==> config.mk <==
export PLATFORM = sky130hd
export DESIGN_NAME = nrisc_data_mem_ctrl
export DESIGN_NICKNAME = d
export VERILOG_FILES = /design/src/rtl/nrisc_mem_pkg.sv /design/src/rtl/nrisc_wbuf.sv /design/src/rtl/nrisc_data_mem_ctrl.sv
export SDC_FILE = /design/constraint.sdc
export NUM_CORES = 1
export LEC_CHECK = 0
export ABC_CLOCK_PERIOD_IN_PS = 9800
export CORE_MARGIN = 4
export CORE_UTILIZATION = 48
export DETAILED_ROUTE_END_ITERATION = 8
export PLACE_DENSITY = 0.7
export REMOVE_ABC_BUFFERS = 1
export SLEW_MARGIN = 5
export SYNTH_ARGS = -nofsm -noshare
export SYNTH_HDL_FRONTEND = slang
export SYNTH_SLANG_ARGS = --single-unit
==> constraint.sdc <==
create_clock -name clk -period 9.8 [get_ports clk]
set_clock_uncertainty 0.15 [all_clocks]
set_input_delay 1.96 -clock clk [delete_from_list [all_inputs] [get_ports clk]]
set_output_delay 1.96 -clock clk [all_outputs]
set_load 0.01 [all_outputs]
==> src/rtl/nrisc_mem_pkg.sv <==
// Shared types and default sizes for the NRISC data-memory controller.
package nrisc_mem_pkg;

  localparam int unsigned TamDefault   = 16;
  localparam int unsigned AwDefault    = 10;
  localparam int unsigned NwbufDefault = 4;

  typedef enum logic [1:0] {
    RD_IDLE,
    RD_SRAM,
    RD_FWD
  } rd_state_e;

  // Default-width view of one posted write.
  typedef struct packed {
    logic [AwDefault-1:0]  addr;
    logic [TamDefault-1:0] data;
  } wentry_t;

endpackage

==> src/rtl/nrisc_wbuf.sv <==
// Posted-write FIFO with a parallel youngest-match lookup for store-to-load forwarding.
module nrisc_wbuf
  import nrisc_mem_pkg::*;
#(
  parameter int unsigned TAM   = TamDefault,
  parameter int unsigned AW    = AwDefault,
  parameter int unsigned NWbuf = NwbufDefault
) (
  input  logic           clk,
  input  logic           rst,
  input  logic           push,
  input  logic [AW-1:0]  push_addr,
  input  logic [TAM-1:0] push_data,
  input  logic           pop,
  output logic [AW-1:0]  head_addr,
  output logic [TAM-1:0] head_data,
  output logic           empty,
  output logic           full,
  input  logic [AW-1:0]  lookup_addr,
  output logic           hit,
  output logic [TAM-1:0] hit_data
);

  localparam int unsigned PW = $clog2(NWbuf);
  localparam int unsigned CW = PW + 1;

  typedef struct packed {
    logic [AW-1:0]  addr;
    logic [TAM-1:0] data;
  } entry_t;

  entry_t        mem_q [NWbuf];
  logic [PW-1:0] head_q, tail_q;
  logic [CW-1:0] count_q, count_d;
  logic          full_q;
  logic          do_push, do_pop;
  logic [PW-1:0] idx;

  assign empty   = (count_q == '0);
  assign full    = full_q;
  // A write arriving while full is refused even if the head drains this cycle.
  assign do_push = push && !full_q;
  assign do_pop  = pop && !empty;
  assign count_d = count_q + CW'(do_push) - CW'(do_pop);

  assign head_addr = mem_q[head_q].addr;
  assign head_data = mem_q[head_q].data;

  always_ff @(posedge clk) begin
    if (rst) begin
      head_q  <= '0;
      tail_q  <= '0;
      count_q <= '0;
      full_q  <= 1'b0;
    end else begin
      if (do_push) tail_q <= tail_q + PW'(1);
      if (do_pop)  head_q <= head_q + PW'(1);
      count_q <= count_d;
      full_q  <= (count_d == CW'(NWbuf));
    end
  end

  always_ff @(posedge clk) begin
    if (!rst && do_push) begin
      mem_q[tail_q] <= '{addr: push_addr, data: push_data};
    end
  end

  // Walk oldest to youngest so the last match (nearest tail) wins.
  always_comb begin
    hit      = 1'b0;
    hit_data = '0;
    idx      = '0;
    for (int unsigned i = 0; i < NWbuf; i++) begin
      idx = head_q + PW'(i);
      if ((CW'(i) < count_q) && (mem_q[idx].addr == lookup_addr)) begin
        hit      = 1'b1;
        hit_data = mem_q[idx].data;
      end
    end
  end

endmodule

==> src/rtl/nrisc_data_mem_ctrl.sv <==
// NRISC data-memory responder: posted writes, SRAM arbitration and a two-cycle read pipeline.
module nrisc_data_mem_ctrl
  import nrisc_mem_pkg::*;
#(
  parameter int unsigned TAM   = TamDefault,
  parameter int unsigned NWbuf = NwbufDefault,
  parameter int unsigned AW    = AwDefault
) (
  input  logic           clk,
  input  logic           rst,
  input  logic [TAM-1:0] DATA_IN,
  input  logic [TAM-1:0] CORE_DATA_ADDR,
  input  logic           CORE_DATA_write,
  input  logic           CORE_DATA_load,
  output logic [TAM-1:0] DATA_Out,
  output logic           DATA_busy,
  output logic           DATA_ovf,
  output logic           sram_en,
  output logic           sram_we,
  output logic [AW-1:0]  sram_addr,
  output logic [TAM-1:0] sram_wdata,
  input  logic [TAM-1:0] sram_rdata
);

  logic [AW-1:0]  ld_addr;
  logic           unused_addr_hi;
  logic           wb_empty, wb_full, wb_hit;
  logic [AW-1:0]  wb_head_addr;
  logic [TAM-1:0] wb_head_data, wb_hit_data;
  logic           load_miss, drain;

  rd_state_e      rd_state_q, rd_state_d;
  logic [TAM-1:0] hold_q, hold_d;
  logic [TAM-1:0] data_out_q, data_out_d;
  logic           ovf_q;

  // Upper address bits alias away.
  assign ld_addr        = CORE_DATA_ADDR[AW-1:0];
  assign unused_addr_hi = ^CORE_DATA_ADDR[TAM-1:AW];

  assign load_miss = CORE_DATA_load && !wb_hit;
  assign drain     = !rst && !load_miss && !wb_empty;

  nrisc_wbuf #(
    .TAM  (TAM),
    .AW   (AW),
    .NWbuf(NWbuf)
  ) u_wbuf (
    .clk        (clk),
    .rst        (rst),
    .push       (CORE_DATA_write),
    .push_addr  (ld_addr),
    .push_data  (DATA_IN),
    .pop        (drain),
    .head_addr  (wb_head_addr),
    .head_data  (wb_head_data),
    .empty      (wb_empty),
    .full       (wb_full),
    .lookup_addr(ld_addr),
    .hit        (wb_hit),
    .hit_data   (wb_hit_data)
  );

  always_comb begin
    sram_en    = 1'b0;
    sram_we    = 1'b0;
    sram_addr  = '0;
    sram_wdata = '0;
    if (!rst) begin
      if (load_miss) begin
        sram_en   = 1'b1;
        sram_addr = ld_addr;
      end else if (!wb_empty) begin
        sram_en    = 1'b1;
        sram_we    = 1'b1;
        sram_addr  = wb_head_addr;
        sram_wdata = wb_head_data;
      end
    end
  end

  // Completion of the previous load and acceptance of a new one share a cycle.
  always_comb begin
    rd_state_d = RD_IDLE;
    hold_d     = hold_q;
    data_out_d = data_out_q;
    case (rd_state_q)
      RD_FWD:  data_out_d = hold_q;
      RD_SRAM: data_out_d = sram_rdata;
      default: ;
    endcase
    if (CORE_DATA_load) begin
      if (wb_hit) begin
        rd_state_d = RD_FWD;
        hold_d     = wb_hit_data;
      end else begin
        rd_state_d = RD_SRAM;
      end
    end
  end

  always_ff @(posedge clk) begin
    if (rst) begin
      rd_state_q <= RD_IDLE;
      hold_q     <= '0;
      data_out_q <= '0;
      ovf_q      <= 1'b0;
    end else begin
      rd_state_q <= rd_state_d;
      hold_q     <= hold_d;
      data_out_q <= data_out_d;
      ovf_q      <= ovf_q | (CORE_DATA_write & wb_full);
    end
  end

  assign DATA_Out  = data_out_q;
  assign DATA_busy = wb_full;
  assign DATA_ovf  = ovf_q;

endmodule

==> summary by stage <==
Clocking
The clock tree synthesis step divided the H-tree into 4 levels. Once the clock tree was built, the setup fixing pass inserted 0 buffers. TritonCTS built the clock tree.

At the later pin of the worst-skew pair, clock insertion delay measures 0.43 ns. The maximum clock insertion buffer count is 2. Gates resized during post-CTS repair numbered 0. Clock tree synthesis found a total of 149 sinks. The total clock buffers created by CTS is 17. The root buffer cell is sky130_fd_sc_hd__clkbuf_16. After clock tree synthesis, the clock-pin slew on the worst setup and hold paths is 0.06 ns. The post-cts hold buffer count is 0.

Timing
The timing-limited maximum frequency is 123 MHz. The count of pins over their slew limit is 0. The slew of the pin with the lowest slew margin is 1.05 ns. Setup repair after global routing left no endpoint under its margin.

The total negative slack is 0 ns. The number of hold-slack violations in the final timing report is 0. Of the available clock period, the critical path in the final layout requires 83.3%. The max-slew headroom at the worst pin is 29.9%. The final count of negative-setup-slack endpoints is 0.

Subtracting the final worst setup slack from the clock period gives 8.16 ns.

Detailed routing
The routed layout has 6235 vias. The first detailed-routing pass took 7 iterations. The average routed wire per standard cell is 22.8 microns. The number of nets with antenna violations after detailed routing is 0.

The number of remaining DRC errors is 0. In this run, the number of DRC markers left after iteration 0 of detailed routing was 450. The post-detailed-route via-to-cell ratio is 6.41.

The final wirelength is 22200 microns.

Power
Overall power consumption after layout is estimated at 2.25 mW. In this run the power density over the cells is 215 nW/um^2. The worst-case IR drop observed on VDD is 0.000186 V. For this design the static power due to leakage is 3.52 nW.

Critical path
In this run the number of cells on the critical path is 10. STA classifies the critical path endpoint as an output port. Walking the worst path, the cells encountered are clkdlybuf4s50_1 -> xnor2_1 -> a21oi_1 -> nand4_1 -> or4b_1 -> nand4_2 -> buf_4 -> nor2_1 -> a211oi_2 -> clkdlybuf4s50_1.

The startpoint identified for the worst register-to-register timing path is u_wbuf.head_q[1]. The capture point of the worst path is sram_addr[2]. The dominant delay contributor by cell family on the critical path is simple AND/OR/NAND/NOR gates. The worst setup path is launched from a primary input. The critical path's largest stage delay is 0.99 ns. The number of cells on the worst reg-to-reg path is 12. For the worst setup path, the data required time is 7.69 ns.

In this run the worst path has a maximum fanout of 26. The cell that appears most often on the critical path is sky130_fd_sc_hd__clkdlybuf4s50_1. In this run the register-to-register setup slack is 4.46 ns. The most critical setup path has its startpoint at CORE_DATA_ADDR[9]. The capture point of the worst reg-to-reg path is u_wbuf.full. The arrival time of data at the critical path endpoint is 6.05 ns. For this design, the slowest cell found on the critical path is sky130_fd_sc_hd__or4b_1. The critical path contains buffers and inverters numbering 3 combined. The category of the critical setup timing path is in -> out.

Layout
The number of fill cells in the layout is 1436. The synthesis-to-layout area growth is 16.9%. After the last flow step, the layout net total stands at 791. The total inserted antenna cells is 0. The fraction of final layout cells sized beyond drive strength 1 is 18.7%. After the flow finishes, the layout carries non-filler instances totaling 972.

Placement
During placement, the flow inserted port buffers numbering 91. The final weighted congestion in routability-driven placement is 0.902. The sum of net half-perimeters after detailed placement is 13800 microns. The total placed cells including tap cells is 940.

Logic synthesis
The most used flip-flop cell after synthesis is sky130_fd_sc_hd__edfxtp_1. Dividing the synthesized area by the synthesized cell count gives 13.1 sq um. Counting flops with a built-in enable in the synthesized netlist gives 104. During synthesis, Yosys emitted a total of 0 warnings. The share of the Yosys chip area taken by registers is 44.9%.

The synthesized design contains 149 register bits. The post-synthesis instance area is 8950 sq um. The count of cell types in the netlist is 51. The synthesized instance count is 681. The fraction of registers with async set/reset is 0%.

Floorplan
The initialized floorplan defines 49 standard-cell rows. The die area is 20900 sq um. The floorplan die width is 145 microns. The area inside the core boundary is 18100 sq um. The number of placed I/O pins is 98. The chip height is 145 microns. The initial utilization of the core area, before any placement, comes to 49.3%.

GRT
The aggregate global-route resource usage is 22.1%. The number of global-route vias before repair came to 6538. The largest net degree at the start of global routing is 59. After global routing the overflow that remains totals 0. For this run, global-route usage on met2 was measured as 38.2%.

The met1 track demand over resource in global routing is 27.7%. The number of antenna violations at the first check in global routing was 0. The layer carrying the most global-route usage is met2. For this run, global-route usage on met3 was measured as 3.57%.

The first-pass GRT wire length is 35100 microns.

Min path
The min-delay analysis places its worst path in the category reg -> reg.

Flow run
Across the run, the number of max-cap violations was 0.

Run status
The flow ran to the end, and the final reports show no timing, DRC or antenna violations.
stage by stage:
stage / cell area, sq um / worst slack, ns / util, % / hold slack, ns
2_1_floorplan: 8570 / 1.95 / - / 0.352
3_3_place_gp: 9840 / 1.74 / 54.2 / 0.316
3_5_place_dp: 9840 / 1.65 / 54.2 / 0.328
4_1_cts: 10500 / 1.64 / 57.7 / 0.343
5_1_grt: 10500 / 1.35 / 57.7 / 0.377
6_report: 10500 / 1.64 / 57.7 / 0.339
layer usage:
| metal | part of all wire, % | vias up |
|---|---|---|
| li1 | - | 2785 |
| met1 | 40 | 3148 |
| met2 | 52 | 259 |
| met3 | 6.1 | 43 |
| met4 | 2.1 | 0 |
| met5 | 0 | - |
area by class of cell:
cell class | count | area (sq um) | area share [%]
multi-input combinational | 452 | 4510 | 43.1
sequential | 149 | 4030 | 38.5
timing repair buffer | 100 | 978 | 9.35
clock buffer | 22 | 508 | 4.86
tap | 229 | 287 | 2.74
clock inverter | 10 | 111 | 1.06
inverter | 10 | 37.5 | 0.359
cell families after synthesis:
group	synth area share (%)
muxes	26.4
AOI/OAI and AO/OA	9.20
buffers and inverters	4.75
xor gates and xnor gates	4.40
adders and majority gates	1.34
and+or+nand+nor	8.99
DFF	44.9
worst reg2reg max path, delay by kind of cell (launching register included):
| family | cells | cell delay (ns) |
|---|---|---|
| AOI/OAI and AO/OA | 2 | 0.26 |
| xor gates and xnor gates | 1 | 0.17 |
| adders and majority gates | 2 | 0.62 |
| buffers and inverters | 2 | 0.79 |
| DFF | 1 | 0.92 |
| and+or+nand+nor | 4 | 1.97 |
| muxes | 1 | 0.36 |
synthesized netlist by cell type (7+ instances only):
cell type / n / area, sq um
sky130_fd_sc_hd__o21ai_0: 24 / 120
sky130_fd_sc_hd__nand3_1: 16 / 80.1
sky130_fd_sc_hd__nor2_1: 45 / 169
sky130_fd_sc_hd__a21oi_1: 27 / 135
sky130_fd_sc_hd__a21o_1: 18 / 135
sky130_fd_sc_hd__buf_2: 16 / 80.1
sky130_fd_sc_hd__ha_1: 8 / 100
sky130_fd_sc_hd__mux2i_1: 44 / 440
sky130_fd_sc_hd__nand2_1: 15 / 56.3
sky130_fd_sc_hd__mux4_2: 82 / 1850
sky130_fd_sc_hd__o2111ai_1: 17 / 149
sky130_fd_sc_hd__buf_1: 7 / 26.3
sky130_fd_sc_hd__xnor2_1: 29 / 254
sky130_fd_sc_hd__clkbuf_1: 33 / 124
sky130_fd_sc_hd__xor2_1: 16 / 140
sky130_fd_sc_hd__inv_1: 9 / 33.8
sky130_fd_sc_hd__dfxtp_1: 45 / 901
sky130_fd_sc_hd__and3_1: 37 / 231
sky130_fd_sc_hd__nand2b_1: 16 / 100
sky130_fd_sc_hd__a221oi_1: 17 / 149
sky130_fd_sc_hd__edfxtp_1: 104 / 3120
worst min-delay path by stage:
stage	start	endpoint	slack, ns	cells past startpoint
after floorplan	DATA_ovf	DATA_ovf	0.35	2
after global placement	DATA_Out[4]	DATA_Out[4]	0.32	2
after detailed placement	DATA_Out[2]	DATA_Out[2]	0.33	2
after CTS	DATA_Out[2]	DATA_Out[2]	0.34	2
after global routing	DATA_Out[15]	DATA_Out[15]	0.38	2
final	DATA_Out[15]	DATA_Out[15]	0.34	2
registers in the layout (all words and copies together), names as in the netlist, named ones only:
register and cells:
DATA_Out 16, u_wbuf.mem_q 104, hold_q 16, u_wbuf.full 1
u_wbuf.count_q 3, u_wbuf.tail_q 2, rd_state_q 2, u_wbuf.head_q 2
DATA_ovf 1
power by group:
group / internal [mW] / total (mW) / switching [mW]
registers: 0.729 / 0.864 / 0.135
clock network: 0.421 / 0.676 / 0.256
logic: 0.409 / 0.706 / 0.297
total: 1.56 / 2.25 / 0.688
placed cells by master (no fill, tap or decap), types with 15 or more instances in the layout:
master                            count
sky130_fd_sc_hd__a21o_1              18
sky130_fd_sc_hd__a21oi_1             27
sky130_fd_sc_hd__a221oi_1            17
sky130_fd_sc_hd__and3_1              33
sky130_fd_sc_hd__clkbuf_16           20
sky130_fd_sc_hd__clkdlybuf4s50_1     91
sky130_fd_sc_hd__dfxtp_1             41
sky130_fd_sc_hd__edfxtp_1           104
sky130_fd_sc_hd__mux2i_1             44
sky130_fd_sc_hd__mux4_2              82
sky130_fd_sc_hd__nand2_1             15
sky130_fd_sc_hd__nand2b_1            16
sky130_fd_sc_hd__nand3_1             16
sky130_fd_sc_hd__nor2_1              45
sky130_fd_sc_hd__o2111ai_1           17
sky130_fd_sc_hd__o21ai_0             24
sky130_fd_sc_hd__xnor2_1             29
sky130_fd_sc_hd__xor2_1              16
(Power assumes the default switching activity.)
